`src/rtl/alu_op_sequencer.sv`:
```
// Control-step sequencer: turns one ALU command into per-clock data-path strobes.
// Binary, unary and wide (HI:LO) command classes; every output is registered.
module alu_op_sequencer #(
    parameter int              NUM_REGS = 16,
    parameter int              IDX_W    = 4,
    parameter int              OP_W     = 5,
    parameter logic [OP_W-1:0] OP_NEG   = 5'b01000,
    parameter logic [OP_W-1:0] OP_NOT   = 5'b01001,
    parameter logic [OP_W-1:0] OP_MUL   = 5'b01110,
    parameter logic [OP_W-1:0] OP_DIV   = 5'b01111
) (
    input  logic                Clock,
    input  logic                clear,
    input  logic                start,
    input  logic [OP_W-1:0]     op,
    input  logic [IDX_W-1:0]    ra,
    input  logic [IDX_W-1:0]    rb,
    input  logic [IDX_W-1:0]    rc,
    output logic [NUM_REGS-1:0] Rout,
    output logic [NUM_REGS-1:0] Rin,
    output logic                Yin,
    output logic                Zlowin,
    output logic                ZHighin,
    output logic                Zlowout,
    output logic                Zhighout,
    output logic                LOin,
    output logic                HIin,
    output logic [OP_W-1:0]     alu_op,
    output logic                busy,
    output logic                done,
    output logic                err
);

    typedef enum logic [2:0] {
        S_IDLE, S_T_Y, S_T_OP, S_T_WLO, S_T_WHI, S_DONE
    } state_t;

    localparam logic [IDX_W:0] NREG = (IDX_W+1)'(NUM_REGS);

    state_t              r_state, w_next;
    logic [OP_W-1:0]     r_op, w_op;
    logic [IDX_W-1:0]    r_ra, r_rb, r_rc, w_ra, w_rb, w_rc;
    logic                w_cap, w_unary, w_wide, w_reject;

    logic [NUM_REGS-1:0] r_rout, r_rin, w_rout, w_rin;
    logic                r_yin, r_zlowin, r_zhighin, r_zlowout, r_zhighout, r_loin, r_hiin;
    logic                w_yin, w_zlowin, w_zhighin, w_zlowout, w_zhighout, w_loin, w_hiin;
    logic [OP_W-1:0]     r_alu_op, w_alu_op;
    logic                r_busy, r_done, r_err, w_busy, w_done, w_err;

    function automatic logic [NUM_REGS-1:0] onehot(input logic [IDX_W-1:0] idx);
        return {{(NUM_REGS-1){1'b0}}, 1'b1} << idx;
    endfunction

    always_comb begin
        // On the capture edge the first step is decoded straight from the inputs
        // so that the first strobe appears one cycle after start is sampled.
        w_cap    = (r_state == S_IDLE) && start;
        w_op     = w_cap ? op : r_op;
        w_ra     = w_cap ? ra : r_ra;
        w_rb     = w_cap ? rb : r_rb;
        w_rc     = w_cap ? rc : r_rc;
        w_unary  = (w_op == OP_NEG) || (w_op == OP_NOT);
        w_wide   = (w_op == OP_MUL) || (w_op == OP_DIV);
        w_reject = w_cap && (({1'b0, w_ra} >= NREG) ||
                             (!w_unary && ({1'b0, w_rb} >= NREG)) ||
                             (!w_wide  && ({1'b0, w_rc} >= NREG)));

        w_next = r_state;
        case (r_state)
            S_IDLE:  if (w_cap && !w_reject) w_next = w_unary ? S_T_OP : S_T_Y;
            S_T_Y:   w_next = S_T_OP;
            S_T_OP:  w_next = S_T_WLO;
            S_T_WLO: w_next = w_wide ? S_T_WHI : S_DONE;
            S_T_WHI: w_next = S_DONE;
            S_DONE:  w_next = S_IDLE;
            default: w_next = S_IDLE;
        endcase

        w_rout     = '0;
        w_rin      = '0;
        w_yin      = 1'b0;
        w_zlowin   = 1'b0;
        w_zhighin  = 1'b0;
        w_zlowout  = 1'b0;
        w_zhighout = 1'b0;
        w_loin     = 1'b0;
        w_hiin     = 1'b0;
        w_done     = 1'b0;
        w_err      = w_reject;
        w_busy     = (w_next != S_IDLE);
        w_alu_op   = w_busy ? w_op : '0;

        // Strobes are decoded for the state being entered, then registered.
        case (w_next)
            S_T_Y: begin
                w_rout = onehot(w_ra);
                w_yin  = 1'b1;
            end
            S_T_OP: begin
                w_rout    = onehot(w_unary ? w_ra : w_rb);
                w_zlowin  = 1'b1;
                w_zhighin = w_wide;
            end
            S_T_WLO: begin
                w_zlowout = 1'b1;
                if (w_wide) w_loin = 1'b1;
                else        w_rin  = onehot(w_rc);
            end
            S_T_WHI: begin
                w_zhighout = 1'b1;
                w_hiin     = 1'b1;
            end
            S_DONE:  w_done = 1'b1;
            default: ;
        endcase
    end

    always_ff @(posedge Clock) begin
        if (!clear) begin
            r_state    <= S_IDLE;
            r_op       <= '0;
            r_ra       <= '0;
            r_rb       <= '0;
            r_rc       <= '0;
            r_rout     <= '0;
            r_rin      <= '0;
            r_yin      <= 1'b0;
            r_zlowin   <= 1'b0;
            r_zhighin  <= 1'b0;
            r_zlowout  <= 1'b0;
            r_zhighout <= 1'b0;
            r_loin     <= 1'b0;
            r_hiin     <= 1'b0;
            r_alu_op   <= '0;
            r_busy     <= 1'b0;
            r_done     <= 1'b0;
            r_err      <= 1'b0;
        end else begin
            r_state    <= w_next;
            if (w_cap) begin
                r_op <= op;
                r_ra <= ra;
                r_rb <= rb;
                r_rc <= rc;
            end
            r_rout     <= w_rout;
            r_rin      <= w_rin;
            r_yin      <= w_yin;
            r_zlowin   <= w_zlowin;
            r_zhighin  <= w_zhighin;
            r_zlowout  <= w_zlowout;
            r_zhighout <= w_zhighout;
            r_loin     <= w_loin;
            r_hiin     <= w_hiin;
            r_alu_op   <= w_alu_op;
            r_busy     <= w_busy;
            r_done     <= w_done;
            r_err      <= w_err;
        end
    end

    assign Rout     = r_rout;
    assign Rin      = r_rin;
    assign Yin      = r_yin;
    assign Zlowin   = r_zlowin;
    assign ZHighin  = r_zhighin;
    assign Zlowout  = r_zlowout;
    assign Zhighout = r_zhighout;
    assign LOin     = r_loin;
    assign HIin     = r_hiin;
    assign alu_op   = r_alu_op;
    assign busy     = r_busy;
    assign done     = r_done;
    assign err      = r_err;

endmodule

```
`config.mk`:
```
export PLATFORM = sky130hd
export DESIGN_NAME = alu_op_sequencer
export DESIGN_NICKNAME = d
export VERILOG_FILES = /design/src/rtl/alu_op_sequencer.sv
export SDC_FILE = /design/constraint.sdc
export NUM_CORES = 1
export LEC_CHECK = 0
export CORE_MARGIN = 3
export CORE_UTILIZATION = 53
export CTS_BUF_LIST = sky130_fd_sc_hd__clkbuf_2 sky130_fd_sc_hd__clkbuf_4 sky130_fd_sc_hd__clkbuf_8
export DETAILED_ROUTE_END_ITERATION = 10
export MAX_ROUTING_LAYER = met4
export PLACE_DENSITY = 0.91
export SLEW_MARGIN = 20
export SYNTH_ARGS = -nofsm -noshare
export SYNTH_HDL_FRONTEND = slang
export SYNTH_SLANG_ARGS = --single-unit
```
`constraint.sdc`:
```
create_clock -name Clock -period 5.2 [get_ports Clock]
set_clock_uncertainty 0.05 [all_clocks]
set_input_delay 0.52 -clock Clock [delete_from_list [all_inputs] [get_ports Clock]]
set_output_delay 0.52 -clock Clock [all_outputs]
set_load 0.01 [all_outputs]
```
Yosys cells after proc, flatten, opt, wreduce, memory -nomap -nowiden
Index checks and enable logic that the tools add are counted.
{"block": "op_classes", "eq_ne": 13, "n_shift": 3, "n_mux": 16, "n_bitwise": 2, "n_reduce_logical": 9}
{"cell": "left shift 1 x 4 -> 16 bit (first input constant)", "count": 3}
{"cell": "one-hot mux 16 bit (2 select lines)", "count": 1}
{"cell": "== test 5 x 4 -> 1 bit (second input constant)", "count": 4}
{"cell": "two-way mux 4 bit", "count": 4}
{"cell": "one-hot mux 3 bit (5 select lines)", "count": 1}
{"cell": "== test 3 x 2 -> 1 bit (second input constant)", "count": 4}
{"cell": "== test 3 bit (second input constant)", "count": 3}
{"cell": "two-way mux 1 bit", "count": 7}
{"cell": "== test 3 x 1 -> 1 bit (second input constant)", "count": 2}
{"cell": "AND reduction 2 bit", "count": 3}
{"cell": "two-way mux 5 bit", "count": 1}
{"cell": "logical NOT 3 bit", "count": 1}
{"cell": "two-way mux 3 bit", "count": 1}
{"cell": "nonzero test 3 bit", "count": 1}
{"cell": "OR reduction 3 bit", "count": 1}
{"cell": "logical OR 1 bit", "count": 2}
{"cell": "two-way mux 2 bit", "count": 1}
{"cell": "NOT 1 bit", "count": 2}
{"cell": "logical AND 1 bit", "count": 1}
{"block": "totals", "regBits": 65, "inputBits": 20, "output_inout_bits": 47}

Depth between registers and ports, before layout
{"block": "logic_depth", "word_depth": 11, "ltp_mapped": 7, "ltp_nobuf": 4}

Worst setup path after synthesis
OpenSTA, ideal clock, no wires.
{"block": "synth_timing", "kind": "input to register", "start": "input op[1]", "end": "register r_zhighin, in the netlist ZHighin", "setup_ns": 0.114, "t_arrival_ns": 1.767, "path_slack_ns": 3.269, "stages": 4, "n_path_buf": 0, "cell_sequence": "or4b_4 o21ai_0 nand3_1 a2111oi_0"}
{"block": "synth_via", "elab_chain_len": 8}
{"element": "start: declaration", "line": "15", "source": "input logic [OP_W-1:0] op,"}
{"element": "two-way mux 5 bit (*)"}
{"element": "== test 5 x 4 -> 1 bit", "line": "63", "source": "w_unary = (w_op == OP_NEG) || (w_op == OP_NOT);"}
{"element": "logical OR 1 bit", "line": "63"}
{"element": "two-way mux 2 bit", "line": "71", "source": "S_IDLE: if (w_cap && !w_reject) w_next = w_unary ? S_T_OP : S_T_Y;"}
{"element": "two-way mux 3 bit", "line": "71"}
{"element": "one-hot mux 3 bit (5 select lines)", "line": "70", "source": "case (r_state)"}
{"element": "== test 3 x 2 -> 1 bit", "line": "95", "source": "case (w_next)"}
{"element": "AND reduction 2 bit (no source line)"}
{"element": "end signal: assignment", "line": "151", "source": "r_zhighin <= w_zhighin;"}
{"element": "end: declaration", "line": "46", "source": "logic r_yin, r_zlowin, r_zhighin, r_zlowout, r_zhighout, r_loin, r_hiin;"}
Mark *: on every way between the ends. The rest lies on a longest branch, timed or not.
A chain may end at the register's enable or synchronous reset.

Worst setup path after layout
{"block": "layout_timing", "start": "input start", "end": "register r_rout[3], in the netlist Rout[3]"}
{"block": "layout_via", "elab_chain_len": 9}
{"element": "start: declaration", "line": "14", "source": "input logic start,"}
{"element": "logical AND 1 bit (*)", "line": "58", "source": "w_cap = (r_state == S_IDLE) && start;"}
{"element": "two-way mux 5 bit"}
{"element": "== test 5 x 4 -> 1 bit", "line": "63"}
{"element": "logical OR 1 bit", "line": "63"}
{"element": "two-way mux 2 bit", "line": "71"}
{"element": "two-way mux 3 bit", "line": "71"}
{"element": "one-hot mux 3 bit (5 select lines)", "line": "70"}
{"element": "== test 3 x 2 -> 1 bit / == test 3 x 1 -> 1 bit (equally long branches)", "line": "95"}
{"element": "one-hot mux 16 bit (2 select lines) (*)", "line": "95"}
{"element": "end signal: assignment", "line": "147", "source": "r_rout <= w_rout;"}
{"element": "end: declaration", "line": "45", "source": "logic [NUM_REGS-1:0] r_rout, r_rin, w_rout, w_rin;"}
Marks and branches as above.

==> flow_summary.ini <==
[run_status]
status = completed

[timing]
timing.fmax_mhz = 371
report.final.slew_viol_count = 0
max_slew_margin_pct = 39.2
finalCritPeriodShare_pct = 51.9
hold_violations = 0
setup_viol = 0
worst_pin_slew_ns = 0.900
setup_tns_ns = 0
rsz0062_at_grt = false
setup_ws_ns = 2.50
hold_slack_ns = 0.430
min_period_ns = 2.70

[route]
ant_nets = 0
remaining_drc_errors = 0
vias = 2053
dr.pass1.iters = 4
drtIter0Drc = 187
avgRoutedWirePerCell_um = 14.8
wl_mm = 5.43
post_drt_via_cell_ratio = 5.59

[setup_path]
critPathTopFamily = buffers and inverters
reg2regPathDepth = 5
cp_slowest_cell = nor4b_2
critPathBufInv = 2
cp_cell_sequence = clkdlybuf4s50_1 -> nor4b_2 -> buf_4 -> a31oi_1 -> a21oi_1 -> nor3_1
crit_fanout = 20
critPathCaptureType = register
critPathKind = in -> reg
start_kind = primary input
worst-path-stages = 6
worstPathRequired_ns = 5.35
cp_slowest_stage_delay_ns = 0.64
worstPathArrival_ns = 2.84

[floorplan]
fp.coreArea_um2 = 4170
fp.dieH_um = 73.3
start_util_pct = 57.5
num_rows = 23
die-area_um2 = 5370
io_pins = 67
die_width_um = 73.3

[synthesis]
synthCells = 252
synth_top_area_cell = dfxtp_1
synth_ff_type = dfxtp_1
synth_edf_count = 0
netlist.area_leader.share_pct = 54.2
synth-seq-cells = 65
synth_compound_area_share_pct = 13.5
yosysUniqueCellTypes = 43
synth-adder-area-share_pct = 0
yosys.area_share.simple_pct = 24.2
async_reset_ff_share_pct = 0
netlist_area_um2 = 2400
synth_top_family_by_area = simple AND/OR/NAND/NOR gates
yosys-top-cells-area = dfxtp_1 54%, nand2_1 4.2%, nor2_1 3.6%
synth_xor_area_share_pct = 0
yosysWarnings = 0
synth_area_per_cell_um2 = 9.52
synth.area.mux_share_pct = 3.39
yosysSeqAreaShare_pct = 54.2
syn-num-nets = 272

[min_path]
min_path_cells = 2
hp-class = reg -> reg

[clock_network]
clk_pin_slew_worst_paths_ns = 0.07
cts_made_buffers = 9
tritoncts = yes
root_buffer = clkbuf_8
clock_path_buffers = 2
cts_resized = 0
post_cts_buffers = 0
ctsHoldBuffers = 0
h-tree-depth = 3
clock_sinks = 65
clkLatencyLatePin_ns = 0.33

[layout]
diodes = 0
drive_gt1_share_pct = 6.94
nFillCells = 299
final_cell_mix = 65 x dfxtp_1, 65 x clkdlybuf4s50_1, 27 x nand2_1, 23 x nor2_1, 16 x nor3_1
nNetsFinal = 334
design_area_um2 = 3210
post-route-util_pct = 76.9
areaGrowthSynthToFinish_pct = 33.7

[place]
port_buffers = 65
gp_congestion = 0.870
post_dp_cell_area_um2 = 3040
place_ws_ns = 2.19
hpwl_mm = 3.83

[grt]
first_global_vias = 1901
track_usage_pct = 22.5
antenna_found_initial = 0
grt_max_degree = 27
grt_overflow = 0
grt_pass1_wl_mm = 8.87

[power_and_ir_drop]
p_leak_nw = 1.19
powerDensity_nw_per_um2 = 339
irDropWorstVdd_v = 0.000207

[run]
cap_violations = 0
==> metrics by stage <==
stage | power [W] | cells
after global routing | 0.00113 | 367
after floorplan | 0.000665 | 252
final | 0.00109 | 367
after CTS | 0.00109 | 367
after global placement | 0.000720 | 353
after detailed placement | 0.000726 | 353
==> registers in the layout, indices dropped and copies added, names as in the netlist, 3 cells and up <==
| signal | cells |
|---|---|
| Rin | 16 |
| Rout | 16 |
| alu_op | 5 |
| r_op | 5 |
| r_ra | 4 |
| r_rb | 4 |
| r_rc | 4 |
| r_state | 3 |
==> synthesized netlist by cell type (2+ instances only) <==
cell	count
a211o_1	2
a21boi_0	11
a21o_1	3
a21oi_1	9
a31o_2	3
a31oi_1	2
and2_1	2
and3_1	4
buf_2	6
buf_4	2
buf_6	2
clkbuf_1	5
dfxtp_1	65
inv_1	6
mux2i_1	7
nand2_1	27
nand3_1	2
nand3b_1	2
nand4_1	7
nor2_1	23
nor2b_1	8
nor3_1	16
nor3b_1	5
nor4_1	4
nor4b_1	2
o2111ai_1	2
o21ai_0	8
or4b_1	2
==> layout make-up <==
class,count,area [um2],share of cell area [%]
Tap cell,50,62.6,1.95
Multi-Input combinational cell,166,996,31.0
Sequential cell,65,1300,40.5
Inverter,6,22.5,0.702
Clock inverter,3,17.5,0.546
Clock buffer,11,151,4.72
Timing Repair Buffer,66,658,20.5
==> logic make-up after synthesis <==
group / after synthesis
AOI/OAI and AO/OA: 47
buffers and inverters: 21
DFF: 65
muxes: 8
other: 1
and+or+nand+nor: 110
==> report_power, final <==
group          total (W)  switching (W)  internal [W]  leakage (nW)
registers       0.000544      0.0000203      0.000524         0.528
clock network   0.000370       0.000179      0.000192        0.0871
logic           0.000174      0.0000974     0.0000765         0.572
==> worst paths after layout <==
path,from,end,slack [ns]
setup / recovery,start,Rout[3],2.50
hold / removal,r_rb[2],r_rb[2],0.43
setup reg to reg,r_state[1],Rout[3],2.62
hold reg to reg,r_rb[2],r_rb[2],0.43
==> worst min-delay path: cells and delay by family (launching register included) <==
kind            cells  cell delay, ns
compound gates      1            0.06
simple gates        1            0.05
flops               1            0.32
==> metal layers <==
| metal | vias up | GRT usage [%] | share of wire [%] |
|---|---|---|---|
| met5 | - | - | 0 |
| met4 | 0 | 13.1 | 2.3 |
| met2 | 87 | 36.9 | 51 |
| li1 | 1011 | - | - |
| met3 | 16 | 4.51 | 7.0 |
| met1 | 939 | 25.4 | 40 |
Power figures use the tool's default switching activity.
